$ cat src/rtl/mem_access_ctrl_pkg.sv
// Shared types and helpers for the byte-serial data-memory port.
// A word moves as BEATS little-endian byte transactions.
package mem_access_ctrl_pkg;

  typedef enum logic [1:0] {
    IDLE  = 2'd0,
    WRITE = 2'd1,
    READ  = 2'd2,
    DONE  = 2'd3
  } state_t;

  localparam int BEATS = 4;

  // Bit offset of byte lane 'lane' inside a word built from laneWidth-bit lanes.
  function automatic int laneLsb(input int lane, input int laneWidth);
    return lane * laneWidth;
  endfunction

endpackage

$ cat src/rtl/mem_access_ctrl_byte_gather.sv
// Lane-indexed capture register.
// Assembles a word from bytes returned by the memory one lane at a time.
module byte_gather
  import mem_access_ctrl_pkg::*;
#(
  parameter int BIT_NUMBER = 8
) (
  input  logic                          clk,
  input  logic                          rst,
  input  logic                          i_capture,
  input  logic [$clog2(BEATS)-1:0]      i_lane,
  input  logic [BIT_NUMBER-1:0]         i_byte,
  output logic [BEATS*BIT_NUMBER-1:0]   o_word
);

  logic [BEATS*BIT_NUMBER-1:0] r_word;

  always_ff @(posedge clk) begin
    if (rst) begin
      r_word <= '0;
    end else if (i_capture) begin
      r_word[laneLsb(int'(i_lane), BIT_NUMBER) +: BIT_NUMBER] <= i_byte;
    end
  end

  assign o_word = r_word;

endmodule

$ cat src/rtl/mem_access_ctrl.sv
// Initiator side of the byte-wide data-memory port.
// Sequences one 32-bit load or store from the MEM stage as four byte beats.
module mem_access_ctrl
  import mem_access_ctrl_pkg::*;
#(
  parameter int BIT_NUMBER = 8,
  parameter int MEM_VOL    = 2**10,
  parameter int ADDR_W     = 12,
  parameter int READ_LAT   = 1
) (
  input  logic                      clk,
  input  logic                      rst,
  input  logic                      wr_en,
  input  logic                      rd_en,
  input  logic [4*BIT_NUMBER-1:0]   addr,
  input  logic [4*BIT_NUMBER-1:0]   st_val,
  output logic                      ready,
  output logic [4*BIT_NUMBER-1:0]   rd_data,
  output logic [ADDR_W-1:0]         mem_addr,
  output logic [BIT_NUMBER-1:0]     mem_wdata,
  output logic                      mem_we,
  output logic                      mem_re,
  input  logic [BIT_NUMBER-1:0]     mem_rdata
);

  localparam int WORD_W = BEATS * BIT_NUMBER;
  localparam int CNT_W  = $clog2(BEATS + READ_LAT);
  localparam int LANE_W = $clog2(BEATS);
  localparam logic [ADDR_W-1:0] ADDR_MASK = ADDR_W'(4 * MEM_VOL - 1);
  localparam logic [CNT_W-1:0]  LAST_BEAT = CNT_W'(BEATS - 1);
  localparam logic [CNT_W-1:0]  LAST_RD   = CNT_W'(BEATS - 1 + READ_LAT);
  localparam logic [CNT_W-1:0]  LAT_CNT   = CNT_W'(READ_LAT);

  state_t                r_state;
  state_t                w_nextState;
  logic [CNT_W-1:0]      r_cnt;
  logic [ADDR_W-1:0]     r_base;
  logic [WORD_W-1:0]     r_data;
  logic                  w_issueWe;
  logic                  w_issueRe;
  logic [LANE_W-1:0]     w_beatIdx;
  logic [ADDR_W-1:0]     w_beatBase;
  logic [ADDR_W-1:0]     w_beatAddr;
  logic [WORD_W-1:0]     w_srcWord;
  logic [BIT_NUMBER-1:0] w_beatByte;
  logic                  w_capture;
  logic [LANE_W-1:0]     w_captureLane;
  logic                  w_unusedAddrBits;

  // Bytes above the memory's byte space are deliberately dropped.
  assign w_unusedAddrBits = ^addr[4*BIT_NUMBER-1:ADDR_W];

  // Outputs are registered, so the beat driven next cycle is chosen here;
  // in IDLE the first beat comes straight from the request inputs.
  always_comb begin
    w_nextState = r_state;
    ready       = 1'b0;
    w_issueWe   = 1'b0;
    w_issueRe   = 1'b0;
    w_beatIdx   = '0;
    w_beatBase  = r_base;
    w_srcWord   = r_data;
    case (r_state)
      IDLE: begin
        ready      = !(rd_en || wr_en);
        w_beatBase = addr[ADDR_W-1:0];
        w_srcWord  = st_val;
        if (wr_en) begin
          w_nextState = WRITE;
          w_issueWe   = 1'b1;
        end else if (rd_en) begin
          w_nextState = READ;
          w_issueRe   = 1'b1;
        end
      end
      WRITE: begin
        w_beatIdx = LANE_W'(r_cnt + 1'b1);
        if (r_cnt == LAST_BEAT) begin
          w_nextState = DONE;
        end else begin
          w_issueWe = 1'b1;
        end
      end
      READ: begin
        w_beatIdx = LANE_W'(r_cnt + 1'b1);
        w_issueRe = (r_cnt < LAST_BEAT);
        if (r_cnt == LAST_RD) begin
          w_nextState = DONE;
        end
      end
      DONE: begin
        ready       = 1'b1;
        w_nextState = IDLE;
      end
      default: w_nextState = IDLE;
    endcase
  end

  assign w_beatAddr    = (w_beatBase + ADDR_W'(w_beatIdx)) & ADDR_MASK;
  assign w_beatByte    = w_srcWord[laneLsb(int'(w_beatIdx), BIT_NUMBER) +: BIT_NUMBER];
  assign w_capture     = (r_state == READ) && (r_cnt >= LAT_CNT);
  assign w_captureLane = LANE_W'(r_cnt - LAT_CNT);

  always_ff @(posedge clk) begin
    if (rst) begin
      r_state   <= IDLE;
      r_cnt     <= '0;
      r_base    <= '0;
      r_data    <= '0;
      mem_addr  <= '0;
      mem_wdata <= '0;
      mem_we    <= 1'b0;
      mem_re    <= 1'b0;
    end else begin
      r_state <= w_nextState;
      r_cnt   <= ((r_state == w_nextState) && ((r_state == WRITE) || (r_state == READ)))
                 ? r_cnt + 1'b1 : '0;
      if ((r_state == IDLE) && (wr_en || rd_en)) begin
        r_base <= addr[ADDR_W-1:0];
        if (wr_en) begin
          r_data <= st_val;
        end
      end
      mem_we <= w_issueWe;
      mem_re <= w_issueRe;
      if (w_issueWe || w_issueRe) begin
        mem_addr <= w_beatAddr;
      end
      if (w_issueWe) begin
        mem_wdata <= w_beatByte;
      end
    end
  end

  byte_gather #(
    .BIT_NUMBER(BIT_NUMBER)
  ) u_gather (
    .clk       (clk),
    .rst       (rst),
    .i_capture (w_capture),
    .i_lane    (w_captureLane),
    .i_byte    (mem_rdata),
    .o_word    (rd_data)
  );

endmodule

$ cat config.mk
export PLATFORM = sky130hd
export DESIGN_NAME = mem_access_ctrl
export DESIGN_NICKNAME = d
export VERILOG_FILES = /design/src/rtl/mem_access_ctrl_pkg.sv /design/src/rtl/mem_access_ctrl_byte_gather.sv /design/src/rtl/mem_access_ctrl.sv
export SDC_FILE = /design/constraint.sdc
export NUM_CORES = 1
export LEC_CHECK = 0
export ABC_AREA = 1
export BUFFER_PORTS_ARGS = -buffer_cell sky130_fd_sc_hd__buf_2
export CORE_ASPECT_RATIO = 0.9
export CORE_MARGIN = 1.5
export CORE_UTILIZATION = 48
export DETAILED_ROUTE_END_ITERATION = 10
export GPL_TIMING_DRIVEN = 1
export MAX_ROUTING_LAYER = met4
export PLACE_DENSITY = 0.76
export REMOVE_ABC_BUFFERS = 1
export SYNTH_ARGS = -nofsm -noshare
export SYNTH_HDL_FRONTEND = slang
export SYNTH_SLANG_ARGS = --single-unit
$ cat constraint.sdc
create_clock -name clk -period 2.6 [get_ports clk]
set_clock_uncertainty 0.05 [all_clocks]
set_input_delay 0.26 -clock clk [delete_from_list [all_inputs] [get_ports clk]]
set_output_delay 0.26 -clock clk [all_outputs]
set_load 0.1 [all_outputs]
; Yosys cells after proc, flatten, opt, wreduce, memory -nomap -nowiden
; Cells that the tools add are included.
[word_totals]
word_cells = 52
ff_bits = 103
inputBits = 76
[classes]
order_cmp = 2
n_reduce_logical = 11
addsub = 4
bitwise_logic = 1
n_mux = 16
n_eq_ne = 6
shift = 3
[op_table]
columns = cell, count
row1 = 5-bit negator with 33-bit output, 1
row2 = 8-bit by 33-bit variable shift with 32-bit output (first input constant), 1
row3 = 8-bit by 33-bit variable part select with 32-bit output, 1
row4 = 32-bit bitwise mux, 1
row5 = 32-bit two-way mux, 1
row6 = 32-bit by 6-bit variable part select with 8-bit output, 1
row7 = 12-bit by 2-bit adder with 12-bit output, 1
row8 = 12-bit two-way mux, 1
row9 = 2-bit two-way mux, 5
row10 = 2-bit one-hot mux with 4 select lines, 1
row11 = 1-bit one-hot mux with 2 select lines, 3
row12 = 2-bit == test (second input constant), 2
row13 = 1-bit two-way mux, 4
row14 = 2-bit OR reduction, 2
row15 = 3-bit by 1-bit adder with 3-bit output (second input constant), 1
row16 = 3-bit by 2-bit == test with 1-bit output (second input constant), 1
row17 = 3-bit == test (second input constant), 1
row18 = 3-bit by 1-bit greater-or-equal comparator with 1-bit output (second input constant), 1
row19 = 1-bit logical AND, 3
row20 = 1-bit logical OR, 3
row21 = 3-bit by 2-bit less-than comparator with 1-bit output (second input constant), 1
row22 = 2-bit by 1-bit == test with 1-bit output (second input constant), 1
row23 = 2-bit == test, 1
row24 = 2-bit logical NOT, 1
row25 = 4 further kinds, 4

; Depth between registers and ports, before layout
[logic_depth]
ltp_word = 7
ltp_mapped = 19
ltp_nobuf = 16

; Hierarchy
; From an unflattened synthesis, not the netlist that was laid out.
[hier_totals]
cells_unflattened = 720
area_unflattened_um2 = 5113.7
[modules_own_cells]
columns = mod, instances, seq_area_each_um2, cells_per_inst, area_each_um2
row1 = mem_access_ctrl, 1, 1421.4, 521, 3721.1
row2 = byte_gather, 1, 640.6, 199, 1392.6

; Worst setup path before layout
; Ideal clock, no wire load.
[synth_timing]
kind = reg2reg
start = register r_state[1]
end = register mem_addr[6]
arrival_ps = 2499
setup_slack_ps = -58
synth_period_minus_slack_ps = 2658
path_stages_with_launch = 19
cell_sequence = dfxtp_1 inv_1 ha_1 buf_6 inv_6 buf_4 buf_4 nand2_1 nand2_1 ha_1 inv_1 fa_1 inv_1 nand3_1 nor2_4 xor2_1 nand2_1 nand2_1 inv_1
[synth_via]
elab_chain_cells = 4
[synth_rtl]
columns = element, line
row1 = from (decl), mem_access_ctrl.sv:34  ; state_t r_state;
row2 = from (signal assigned), mem_access_ctrl.sv:115  ; r_state <= w_nextState;
row3 = 2-bit == test or 2-bit by 1-bit == test with 1-bit output (tied branches), mem_access_ctrl.sv:63  ; case (r_state)
row4 = 2-bit OR reduction (no line), n/a
row5 = 2-bit two-way mux, n/a
row6 = 12-bit by 2-bit adder with 12-bit output, mem_access_ctrl.sv:99  ; assign w_beatAddr = (w_beatBase + ADDR_W'(w_beatIdx)) & ADDR_MASK;
row7 = to (signal assigned), mem_access_ctrl.sv:127  ; mem_addr <= w_beatAddr;
row8 = to (decl), mem_access_ctrl.sv:19  ; output logic [ADDR_W-1:0] mem_addr,
; Several ways; a longest one is shown, not always the timed one.
; A chain may end at the register's enable or synchronous reset.

; Final worst setup path
; Same ends and word-level chain as after synthesis.

==> flow_summary_export.csv <==
group,metric,value,unit
sta,timing.final.crit_share,0.9150,
clock_tree,insertion_delay,330,ps
logic_synthesis,yosysTopAreaCell,"dfxtp_1",
global_routing,grt_max_degree,54,
logic_synthesis,synth_seq_cells,103,
pwr,p_leak,2.718,nW
pwr,power_density,745.7,nW/um^2
worst_setup_path,critPathLaunchType,"register",
final_layout,fillCellCount,1004,
worst_setup_path,required,2780,ps
hold_path,whs_endpoint,"r_data[8]",
pwr,p_clk_frac,0.283,
floorplan,dieHeight,100.8,microns
pwr,switching_share,0.3739,
worst_setup_path,r2r-end,"mem_addr[6]",
route,post_drt_wl_per_cell,13.81,microns
hold_path,whs_path_depth,3,
final_layout,nets,890,
hold_path,hp-start,"st_val[8]",
placed_design,place.gp.congestion,0.9108,
route,vias,4937,
sta,report.final.slew_viol_count,0,
floorplan,start_util,0.4959,
worst_setup_path,critPathMaxFanout,5,
pwr,combinationalPowerShare,0.319,
sta,rsz0062_at_grt,"no",
final_layout,fin_cells,931,
hold_path,hold_path.class,"input port to register",
route,drc,0,
worst_setup_path,r2r_slack,220,ps
floorplan,coreArea,10290,sq um
final_layout,drive_above_1_share,0.2082,
clock_tree,cts_buffer_depth,2,
route,drt_iter0_markers,233,
floorplan,rows,35,
placed_design,port_buffers,110,
worst_setup_path,critPathKind,"register to register",
worst_setup_path,rr_startpoint,"r_state[1]",
clock_tree,numCtsBuffers,9,
final_layout,utilization,0.5847,
global_routing,antenna_found_initial,0,
final_layout,stdcell_area,6017,sq um
final_layout,multiInputGateArea,2597,sq um
final_layout,area_growth,17.90,%
floorplan,die-width,111.7,microns
sta,finalSetupViolCount,0,
placed_design,hpwlAfterDp,8.891,mm
worst_setup_path,cp-end-kind,"register",
pwr,total_power,4.487,mW
pwr,p_int,2.810,mW
sta,min_period,2379,ps
final_layout,layout.area.seq,2063,sq um
run_status,status,"finished, final reports clean",
run,cap_violations,0,
logic_synthesis,syn_inst,705,
route,dr.pass1.iters,5,
floorplan,io_pins,131,
logic_synthesis,post-synth-top-area-fraction,0.4040,
sta,setup_tns,0,ps
route,wirelength,12.86,mm
logic_synthesis,yosysWarnings,0,
global_routing,grt_overflow,0,
sta,max_slew.worst_pin.slew,558.4,ps
global_routing,grt_pass1_vias,4702,
clock_tree,clk_pin_slew_worst_paths,60,ps
worst_setup_path,r2r.worst_path.cells,14,
pwr,p_sw,1.678,mW
logic_synthesis,synth_cell_types,35,
logic_synthesis,syn_area,5104,sq um
route,routed_via_density,5.303,
placed_design,dpl-instance-area,5725,sq um
pwr,peakVddDrop,0.0005412,V
logic_synthesis,synth_area_leaders,"dfxtp_1 40%, a21oi_1 8.8%, nand2_1 8.7%",
clock_tree,htree_num_levels,3,
sta,fmax,0.4204,GHz
clock_tree,cts-hold-fix-buffers,0,
global_routing,gr-usage-all-layers,0.2360,
final_layout,num_antenna_cells,0,
placed_design,placed_cells,917,
sta,max_slew_margin,0.6278,
clock_tree,cts_tree,"built",
worst_setup_path,cp.arrival,2560,ps
clock_tree,cts_num_sinks,103,
route,ant_nets,0,
sta,hold_viol,0,
clock_tree,clk_root_buffer_cell,"clkbuf_16",
logic_synthesis,synth.yosys.seq_area_share,0.4040,
global_routing,grt_pass1_wl,21.32,mm
pwr,pwr-share-seq,0.398,
floorplan,dieArea,11260,sq um
logic_synthesis,syn_avg_cell_area,7.239,sq um
power by group through the flow:
stage	Clock, mW	Combinational [mW]	Sequential [mW]
after detailed placement	0	1.41	1.82
after global placement	0	1.38	1.81
after floorplan	0	0.610	2.27
after global routing	1.36	1.55	1.80
final	1.27	1.43	1.79
after CTS	1.29	1.42	1.79
critical path: stages, from the launching register on:
cell and delay (ps):
dfxtp_1 340, inv_1 100, ha_4 300, nand2_1 90, inv_2 70, ha_1 160, inv_1 60, fa_1 390
inv_1 100, nand3_2 120, nor2_4 190, xor2_1 160, nand2_1 60, nand2_1 70, inv_1 40
synth_stat cells, drive strengths merged:
library cell / n
nor3: 3
ha: 13
nand3b: 3
inv: 65
o22ai: 1
o21a: 1
o21ai: 86
xor2: 5
nor2: 50
or2: 33
nand3: 61
a21oi: 92
dfxtp: 103
buf: 25
clkbuf: 16
a211oi: 6
nand4: 2
o211ai: 16
nand2: 123
fa: 1
worst max-delay path by stage:
stage	from	end	slack, ps	cells past startpoint
2_1_floorplan	r_state[0]	ready	-1280	6
3_3_place_gp	r_state[0]	mem_addr[6]	160	14
3_5_place_dp	r_state[0]	mem_addr[6]	100	14
4_1_cts	r_state[0]	mem_addr[6]	90	14
5_1_grt	r_state[1]	mem_addr[10]	20	15
6_report	r_state[1]	mem_addr[6]	220	14
timing repair:
action | in CTS | in global routing
buffers inserted | 0 | 1
gates resized for setup | 0 | 3
setup endpoints to repair | 0 | 3
state kept, by name, summed over array words and instances, names as in the netlist:
name             flops
mem_re               1
r_data              32
mem_we               1
mem_wdata            8
r_state              2
r_base              12
mem_addr            12
r_cnt                3
u_gather.o_word     32
cell families after synthesis:
kind of cell	count (synthesis)	synth area share
AOI/OAI and AO/OA	202	0.2140
xor gates and xnor gates	5	0.008580
adders and majority gates	14	0.03579
buffers and inverters	106	0.09046
DFF	103	0.4040
and+or+nand+nor	275	0.2471
layout make-up:
cell class              instances  area share
flip-flops and latches        103      0.3429
inverters                      65     0.04138
clock buffers                  11     0.03868
repair buffers                125      0.1127
well taps                     129     0.02682
multi-input cells             496      0.4317
clock inverters                 2    0.005822
placed cells by master, fill, tap and decap left out, drive strengths merged:
| cell type | Yosys | layout |
|---|---|---|
| clkinv | 0 | 1 |
| or2 | 33 | 33 |
| a211oi | 6 | 6 |
| clkbuf | 16 | 11 |
| inv | 65 | 65 |
| dfxtp | 103 | 103 |
| bufinv | 0 | 1 |
| xor2 | 5 | 5 |
| o211ai | 16 | 16 |
| o22ai | 1 | 1 |
| a21oi | 92 | 92 |
| nand3b | 3 | 3 |
| nor3 | 3 | 3 |
| buf | 25 | 125 |
| ha | 13 | 13 |
| nand3 | 61 | 61 |
| o21a | 1 | 1 |
| nand2 | 123 | 123 |
| o21ai | 86 | 86 |
| fa | 1 | 1 |
| nor2 | 50 | 50 |
| nand4 | 2 | 2 |
stage by stage:
stage	worst slack (ps)	hold WS (ps)
final	221.1	131.8
after detailed placement	104.6	405.0
after CTS	92.68	125.2
after global placement	156.4	390.7
after global routing	16.74	136.6
after floorplan	-1279	279.1
metal layers:
layer | vias up | share of wire | wire length [microns] | track usage
met5 | - | 0 | 0 | -
met4 | 0 | 0.018 | 227 | 0.07108
met3 | 21 | 0.047 | 600 | 0.04390
met2 | 128 | 0.48 | 6212 | 0.3992
met1 | 2272 | 0.45 | 5820 | 0.2888
li1 | 2516 | - | - | -
(Power assumes the default switching activity.)
